File: config.mk
export PLATFORM = sky130hd
export DESIGN_NAME = fp_div_sd
export DESIGN_NICKNAME = d
export VERILOG_FILES = /design/src/rtl/fp_div_sd.sv
export SDC_FILE = /design/constraint.sdc
export NUM_CORES = 1
export LEC_CHECK = 0
export CAP_MARGIN = 0
export CORE_MARGIN = 1
export CORE_UTILIZATION = 56
export CTS_CLUSTER_SIZE = 10
export DETAILED_ROUTE_END_ITERATION = 10
export PLACE_DENSITY = 0.84
export RECOVER_POWER = 25
export SLEW_MARGIN = 10
export SYNTH_ARGS = -nofsm -noshare
export SYNTH_HDL_FRONTEND = slang
export SYNTH_SLANG_ARGS = --single-unit
File: constraint.sdc
create_clock -name CLK -period 5.3 [get_ports CLK]
set_input_delay 1.06 -clock CLK [delete_from_list [all_inputs] [get_ports CLK]]
set_output_delay 1.06 -clock CLK [all_outputs]
set_load 0.01 [all_outputs]
File: src/rtl/fp_div_sd.sv
// Iterative IEEE-754 single/double divider, R = A / B, one quotient bit per cycle.
// Optional macro FPDIV_ROUND_EN adds a guard bit and round-to-nearest-even; default truncates.
module fp_div_sd #(
    parameter int DSTWidth = 4
) (
    input  logic                CLK,
    input  logic                RESET,
    input  logic                ACT,
    input  logic [DSTWidth-1:0] DSTI,
    input  logic                SZ,
    input  logic [63:0]         A,
    input  logic [63:0]         B,
    output logic                BUSY,
    output logic                RDY,
    output logic [DSTWidth-1:0] DST,
    output logic [63:0]         R,
    output logic                SR,
    output logic                ZERO,
    output logic                SIGN,
    output logic                INF,
    output logic                NAN,
    output logic                DZ
);

`ifdef FPDIV_ROUND_EN
    localparam int QS = 26;
    localparam int QD = 55;
`else
    localparam int QS = 25;
    localparam int QD = 54;
`endif

    typedef enum logic [1:0] {IDLE, UNPACK, DIV, PACK} state_t;

    state_t state, state_nxt;

    logic [63:0]         a_r, b_r;
    logic                sz_r;
    logic [DSTWidth-1:0] dst_r;

    logic [10:0]         ea, eb, emax;
    logic [51:0]         fa, fb;
    logic [52:0]         ma_c, mb_c;
    logic signed [12:0]  e_c;
    logic                sign_c;
    logic                a_zero, a_inf, a_nan, b_zero, b_inf, b_nan;

    logic [52:0]         mb_r;
    logic signed [12:0]  exp_r;
    logic [53:0]         rem;
    logic [QD-1:0]       quo;
    logic [5:0]          cnt;
    logic                rem_ge;
    logic [52:0]         rem_sub;

    logic                top;
    logic [51:0]         frac;
    logic signed [12:0]  e_n;
    logic [63:0]         res;
    logic                f_zero, f_inf, f_nan, f_dz;
`ifdef FPDIV_ROUND_EN
    logic                guard, sticky, carry;
`endif

    function automatic logic [63:0] pack_word(input logic s, input logic [10:0] e,
                                              input logic [51:0] f, input logic dbl);
        if (dbl) pack_word = {s, e, f};
        else     pack_word = {32'd0, s, e[7:0], f[22:0]};
    endfunction

`ifdef FPDIV_ROUND_EN
    // Returns {carry_out, fraction}; single results keep the carry at bit 23 of the sum.
    function automatic logic [52:0] round_rne(input logic [51:0] f, input logic g,
                                              input logic s, input logic dbl);
        logic [52:0] sum;
        logic        inc;
        inc = g & (s | f[0]);
        sum = {1'b0, f} + {52'd0, inc};
        if (dbl) round_rne = sum;
        else     round_rne = {sum[23], 29'd0, sum[22:0]};
    endfunction
`endif

    // Operand unpack from the captured words; denormals flush to zero.
    always_comb begin
        if (sz_r) begin
            ea     = a_r[62:52];
            eb     = b_r[62:52];
            fa     = a_r[51:0];
            fb     = b_r[51:0];
            emax   = 11'h7FF;
            ma_c   = {1'b1, a_r[51:0]};
            mb_c   = {1'b1, b_r[51:0]};
            e_c    = $signed({2'b00, ea}) - $signed({2'b00, eb}) + 13'sd1023;
            sign_c = a_r[63] ^ b_r[63];
        end else begin
            ea     = {3'b000, a_r[30:23]};
            eb     = {3'b000, b_r[30:23]};
            fa     = {29'd0, a_r[22:0]};
            fb     = {29'd0, b_r[22:0]};
            emax   = 11'h0FF;
            ma_c   = {29'd0, 1'b1, a_r[22:0]};
            mb_c   = {29'd0, 1'b1, b_r[22:0]};
            e_c    = $signed({2'b00, ea}) - $signed({2'b00, eb}) + 13'sd127;
            sign_c = a_r[31] ^ b_r[31];
        end
        a_zero = (ea == 11'd0);
        b_zero = (eb == 11'd0);
        a_inf  = (ea == emax) && (fa == 52'd0);
        b_inf  = (eb == emax) && (fb == 52'd0);
        a_nan  = (ea == emax) && (fa != 52'd0);
        b_nan  = (eb == emax) && (fb != 52'd0);
    end

    always_comb begin
        rem_ge  = (rem >= {1'b0, mb_r});
        rem_sub = rem_ge ? 53'(rem - {1'b0, mb_r}) : rem[52:0];
    end

    always_ff @(posedge CLK) begin
        if (RESET) state <= IDLE;
        else       state <= state_nxt;
    end

    always_comb begin
        state_nxt = state;
        BUSY      = (state != IDLE);
        case (state)
            IDLE:    if (ACT) state_nxt = UNPACK;
            UNPACK:  state_nxt = DIV;
            DIV:     if (cnt == 6'd0) state_nxt = PACK;
            PACK:    state_nxt = IDLE;
            default: state_nxt = IDLE;
        endcase
    end

    always_ff @(posedge CLK) begin
        case (state)
            IDLE: begin
                if (ACT) begin
                    a_r   <= A;
                    b_r   <= B;
                    sz_r  <= SZ;
                    dst_r <= DSTI;
                end
            end
            UNPACK: begin
                rem   <= {1'b0, ma_c};
                mb_r  <= mb_c;
                exp_r <= e_c;
                quo   <= '0;
                cnt   <= sz_r ? 6'(QD - 1) : 6'(QS - 1);
            end
            DIV: begin
                rem <= {rem_sub, 1'b0};
                quo <= {quo[QD-2:0], rem_ge};
                cnt <= cnt - 6'd1;
            end
            default: ;
        endcase
    end

    // Normalize, round and resolve special cases from the finished quotient.
    always_comb begin
        top = sz_r ? quo[QD-1] : quo[QS-1];
        if (sz_r) frac = top ? quo[QD-2 -: 52] : quo[QD-3 -: 52];
        else      frac = {29'd0, (top ? quo[QS-2 -: 23] : quo[QS-3 -: 23])};
        e_n = top ? exp_r : exp_r - 13'sd1;
`ifdef FPDIV_ROUND_EN
        guard  = top ? quo[1] : quo[0];
        sticky = (top & quo[0]) | (rem != 54'd0);
        {carry, frac} = round_rne(frac, guard, sticky, sz_r);
        if (carry) e_n = e_n + 13'sd1;
`endif
        f_nan  = a_nan | b_nan | (a_zero & b_zero) | (a_inf & b_inf);
        f_inf  = 1'b0;
        f_zero = 1'b0;
        f_dz   = 1'b0;
        res    = '0;
        if (f_nan) begin
            res = pack_word(sign_c, 11'h7FF, {52{1'b1}}, sz_r);
        end else if (b_zero && !a_inf) begin
            f_inf = 1'b1;
            f_dz  = 1'b1;
            res   = pack_word(sign_c, 11'h7FF, 52'd0, sz_r);
        end else if (a_inf) begin
            f_inf = 1'b1;
            res   = pack_word(sign_c, 11'h7FF, 52'd0, sz_r);
        end else if (a_zero || b_inf) begin
            f_zero = 1'b1;
        end else if (e_n >= $signed({2'b00, emax})) begin
            f_inf = 1'b1;
            res   = pack_word(sign_c, 11'h7FF, 52'd0, sz_r);
        end else if (e_n <= 13'sd0) begin
            f_zero = 1'b1;
        end else begin
            res = pack_word(sign_c, e_n[10:0], frac, sz_r);
        end
    end

    always_ff @(posedge CLK) begin
        if (RESET) begin
            RDY  <= 1'b0;
            R    <= '0;
            DST  <= '0;
            SR   <= 1'b0;
            ZERO <= 1'b0;
            SIGN <= 1'b0;
            INF  <= 1'b0;
            NAN  <= 1'b0;
            DZ   <= 1'b0;
        end else begin
            RDY <= 1'b0;
            if (state == PACK) begin
                RDY  <= 1'b1;
                R    <= res;
                DST  <= dst_r;
                SR   <= sz_r;
                ZERO <= f_zero;
                SIGN <= sign_c;
                INF  <= f_inf;
                NAN  <= f_nan;
                DZ   <= f_dz;
            end
        end
    end

endmodule

==> results.py <==
metrics = {
    "run_status": {
        "status": "complete, but fails checks",
        "violations": "max-capacitance violations, max-slew violations",
    },
    "routing": {
        "drc_errors": 0,
        "wl_per_cell_um": 19.4,
        "viasPerCell": 5.99,
        "drt-total-wl_mm": 49.1,
        "drt_iter0_markers": 1149,
        "drt_first_pass_iters": 5,
        "vias": 15200,
        "antenna_left": 0,
    },
    "placement": {
        "gp_congestion": 0.939,
        "portBuffers": 211,
        "placedCellCount": 2457,
        "dp.final_hpwl_mm": 34.6,
    },
    "logic_synthesis": {
        "dominantRegCellSynth": "edfxtp_1",
        "synth_edf_count": 313,
        "synth_top_family_by_area": "simple AND/OR/NAND/NOR gates",
        "synth_cells": 1862,
        "synth_commonest_cells": "edfxtp_1 (313), nor2_1 (180), nand2_1 (139)",
        "ys_seq_area_frac": 0.539,
        "synth-compound-area-share": 0.145,
        "async_reset_ff_frac": 0,
        "ys_seq_elements": 390,
        "syn_nets": 2089,
        "avgSynthCellArea_um2": 10.9,
        "synthAdderAreaFrac": 0.0572,
        "synth-simple-area-share": 0.151,
        "synth_xor_area_frac": 0.0398,
        "synth_top_cell_area_share": 0.463,
        "synth_most_common_cell": "edfxtp_1",
        "yosysTopAreaCell": "edfxtp_1",
        "syn_area_mm2": 0.0203,
        "synth_area_leaders": "edfxtp_1 (46%), dfxtp_1 (7.6%), ha_1 (5.4%)",
        "synthMuxAreaShare": 0.0294,
        "yosysUniqueCellTypes": 79,
        "ys_warn_count": 0,
    },
    "finish": {
        "fin_nets": 2271,
        "drive_gt1_frac": 0.0612,
        "layout.cells.non_filler": 2535,
        "num-fill-cells": 2670,
        "n_antenna_cell": 0,
        "syn2layout_area_growth_pct": 18.6,
    },
    "sta": {
        "setup_viol_count_final": 0,
        "worst_slew_pin_slew_ns": 4.06,
        "finalHoldViolCount": 0,
        "finalWorstPathRequiredPeriod_ns": 4.58,
        "maxSlewHeadroom": -1.71,
        "fin_tns_setup_ns": 0,
        "grt_setup_unrepaired": "no",
        "max_freq_mhz": 218,
        "hold_slack_ns": 0.454,
        "finalCritPeriodShare": 0.864,
        "finalClockSkew_ns": 0.0143,
        "slew_violations": 67,
    },
    "pwr": {
        "power.density_mw_per_mm2": 644,
        "total_leakage_power_nw": 8.86,
        "vdd_drop_max_mv": 0.533,
    },
    "grt": {
        "grt_pass1_wl_mm": 77.6,
        "grt_pass1_vias": 14900,
        "grt-ovfl-total": 0,
        "grt_start_max_net_pins": 106,
        "grt_usage": 0.268,
        "antenna_found_initial": 1,
    },
    "worst_setup_path": {
        "crit_fanout": 23,
        "critPathSlowestCell": "a21o_1",
        "r2r_slack_ns": 0.72,
        "crit_path_frequent_cell": "a21o_1",
        "worstPathArrival_ns": 5.04,
        "rr_worst_depth": 14,
        "cp.required_ns": 5.76,
        "start_kind": "register",
        "cp_cell_sequence": "mux2_4 -> nor3_1 -> nand2_1 -> nor3_1 -> xor2_1 -> ha_1 -> a21o_1 -> a21o_1 -> a311oi_1 -> nor2_4 -> nor3_4 -> nand2_1 -> a21o_1 -> a311oi_1",
        "worstSetupPathType": "reg -> reg",
        "end_kind": "register",
        "cp_slowest_stage_delay_ns": 0.55,
    },
    "clock_tree": {
        "clock_sinks": 390,
        "post_cts.repair.setup_buffers": 0,
        "insertion_delay_ns": 0.58,
        "path_clk_slew_ns": 0.06,
        "cts_buffers": 46,
        "cts_max_level": 2,
        "cts_tree": "built",
        "root_buffer": "clkbuf_16",
        "ctsLongestPathBuffers": 3,
        "ctsResizeCount": 0,
        "postCtsHoldBufs": 0,
    },
    "floorplan": {
        "die_area_mm2": 0.0370,
        "io_pins": 212,
        "dieHeight_um": 192,
        "num_rows": 69,
        "initial_core_util": 0.570,
        "die_width_um": 192,
        "fp.coreArea_mm2": 0.0356,
    },
    "run": {
        "max_cap_viol_count": 1,
    },
    "min_path": {
        "hp-class": "reg -> reg",
        "min_path_cells": 0,
    },
}
==> cell families (layout without fill, tap and decap cells) <==
logic type	Yosys count	count (layout)
xor gates and xnor gates	90	90
DFF	390	390
and+or+nand+nor	616	616
AOI/OAI and AO/OA	424	424
adders and majority gates	91	91
muxes	57	57
buffers and inverters	194	406
==> stage by stage <==
stage / power [mW] / setup WS (ns) / utilization / instance area (µm²)
final: 15.5 / 0.723 / 0.676 / 24100
after CTS: 15.5 / 0.759 / 0.676 / 24100
after floorplan: 10.6 / 0.703 / - / 20300
after global routing: 16.5 / 0.326 / 0.676 / 24100
after global placement: 12.4 / 0.959 / 0.640 / 22700
after detailed placement: 12.6 / 0.796 / 0.640 / 22700
==> report_power, final <==
part / switching [mW] / internal [mW] / leakage [nW]
Sequential: 0.689 / 4.74 / 3.62
Clock: 1.20 / 1.62 / 0.629
Combinational: 4.45 / 2.80 / 4.61
==> area by class of cell <==
class                      count  area (µm²)  area share
timing repair buffer         224        2210      0.0920
clock buffer                  73        1260      0.0525
inverter                     104         390      0.0162
sequential                   390       10900       0.455
clock inverter                 5        47.5     0.00198
multi-input combinational   1278        8620       0.358
tap                          461         577      0.0240
==> registers in the layout, summed over array words and instances, names as in the netlist <==
signal and cells:
DST 4, DZ 1, INF 1, NAN 1, R 64, RDY 1
SIGN 1, SR 1, ZERO 1, a_r 64, b_r 64, cnt 6
dst_r 4, exp_r 13, mb_r 53, quo 54, rem 54, state 2
sz_r 1
==> routing by layer <==
layer  routed length, µm  track usage
met5                  13            0
met4                1280       0.0912
met2               23300        0.435
met3                3120       0.0426
met1               21400        0.366
==> worst paths after layout <==
path | start | end
max reg2reg | quo[24] | R[0]
min | b_r[3] | mb_r[3]
max | quo[24] | R[0]
min reg2reg | b_r[3] | mb_r[3]
==> layout by cell type (no fill, tap or decap), drive strengths merged, types with 13 or more instances in the layout <==
| cell | instances |
|---|---|
| nand2b | 15 |
| o221ai | 23 |
| mux2 | 17 |
| edfxtp | 313 |
| a31oi | 38 |
| nor3 | 50 |
| a311oi | 26 |
| dfxtp | 77 |
| xor2 | 43 |
| clkdlybuf4s50 | 77 |
| clkbuf | 74 |
| ha | 88 |
| xnor2 | 47 |
| nor2 | 182 |
| dlygate4sd3 | 133 |
| nand3 | 30 |
| nor4 | 34 |
| and2 | 83 |
| o21ai | 71 |
| nand4 | 29 |
| nor2b | 13 |
| buf | 13 |
| a21oi | 116 |
| a21o | 33 |
| nand2 | 139 |
| a211oi | 31 |
| mux2i | 40 |
| inv | 106 |
==> critical path, delay by kind of cell (launching register included) <==
kind | cells | cell delay [ns]
XOR/XNOR | 1 | 0.23
flip-flops | 1 | 0.50
AO/OA/AOI/OAI | 5 | 1.72
AND/OR/NAND/NOR | 6 | 1.36
multiplexers | 1 | 0.36
adder cells (fa/ha/maj) | 1 | 0.28
Power figures use the tool's default switching activity.
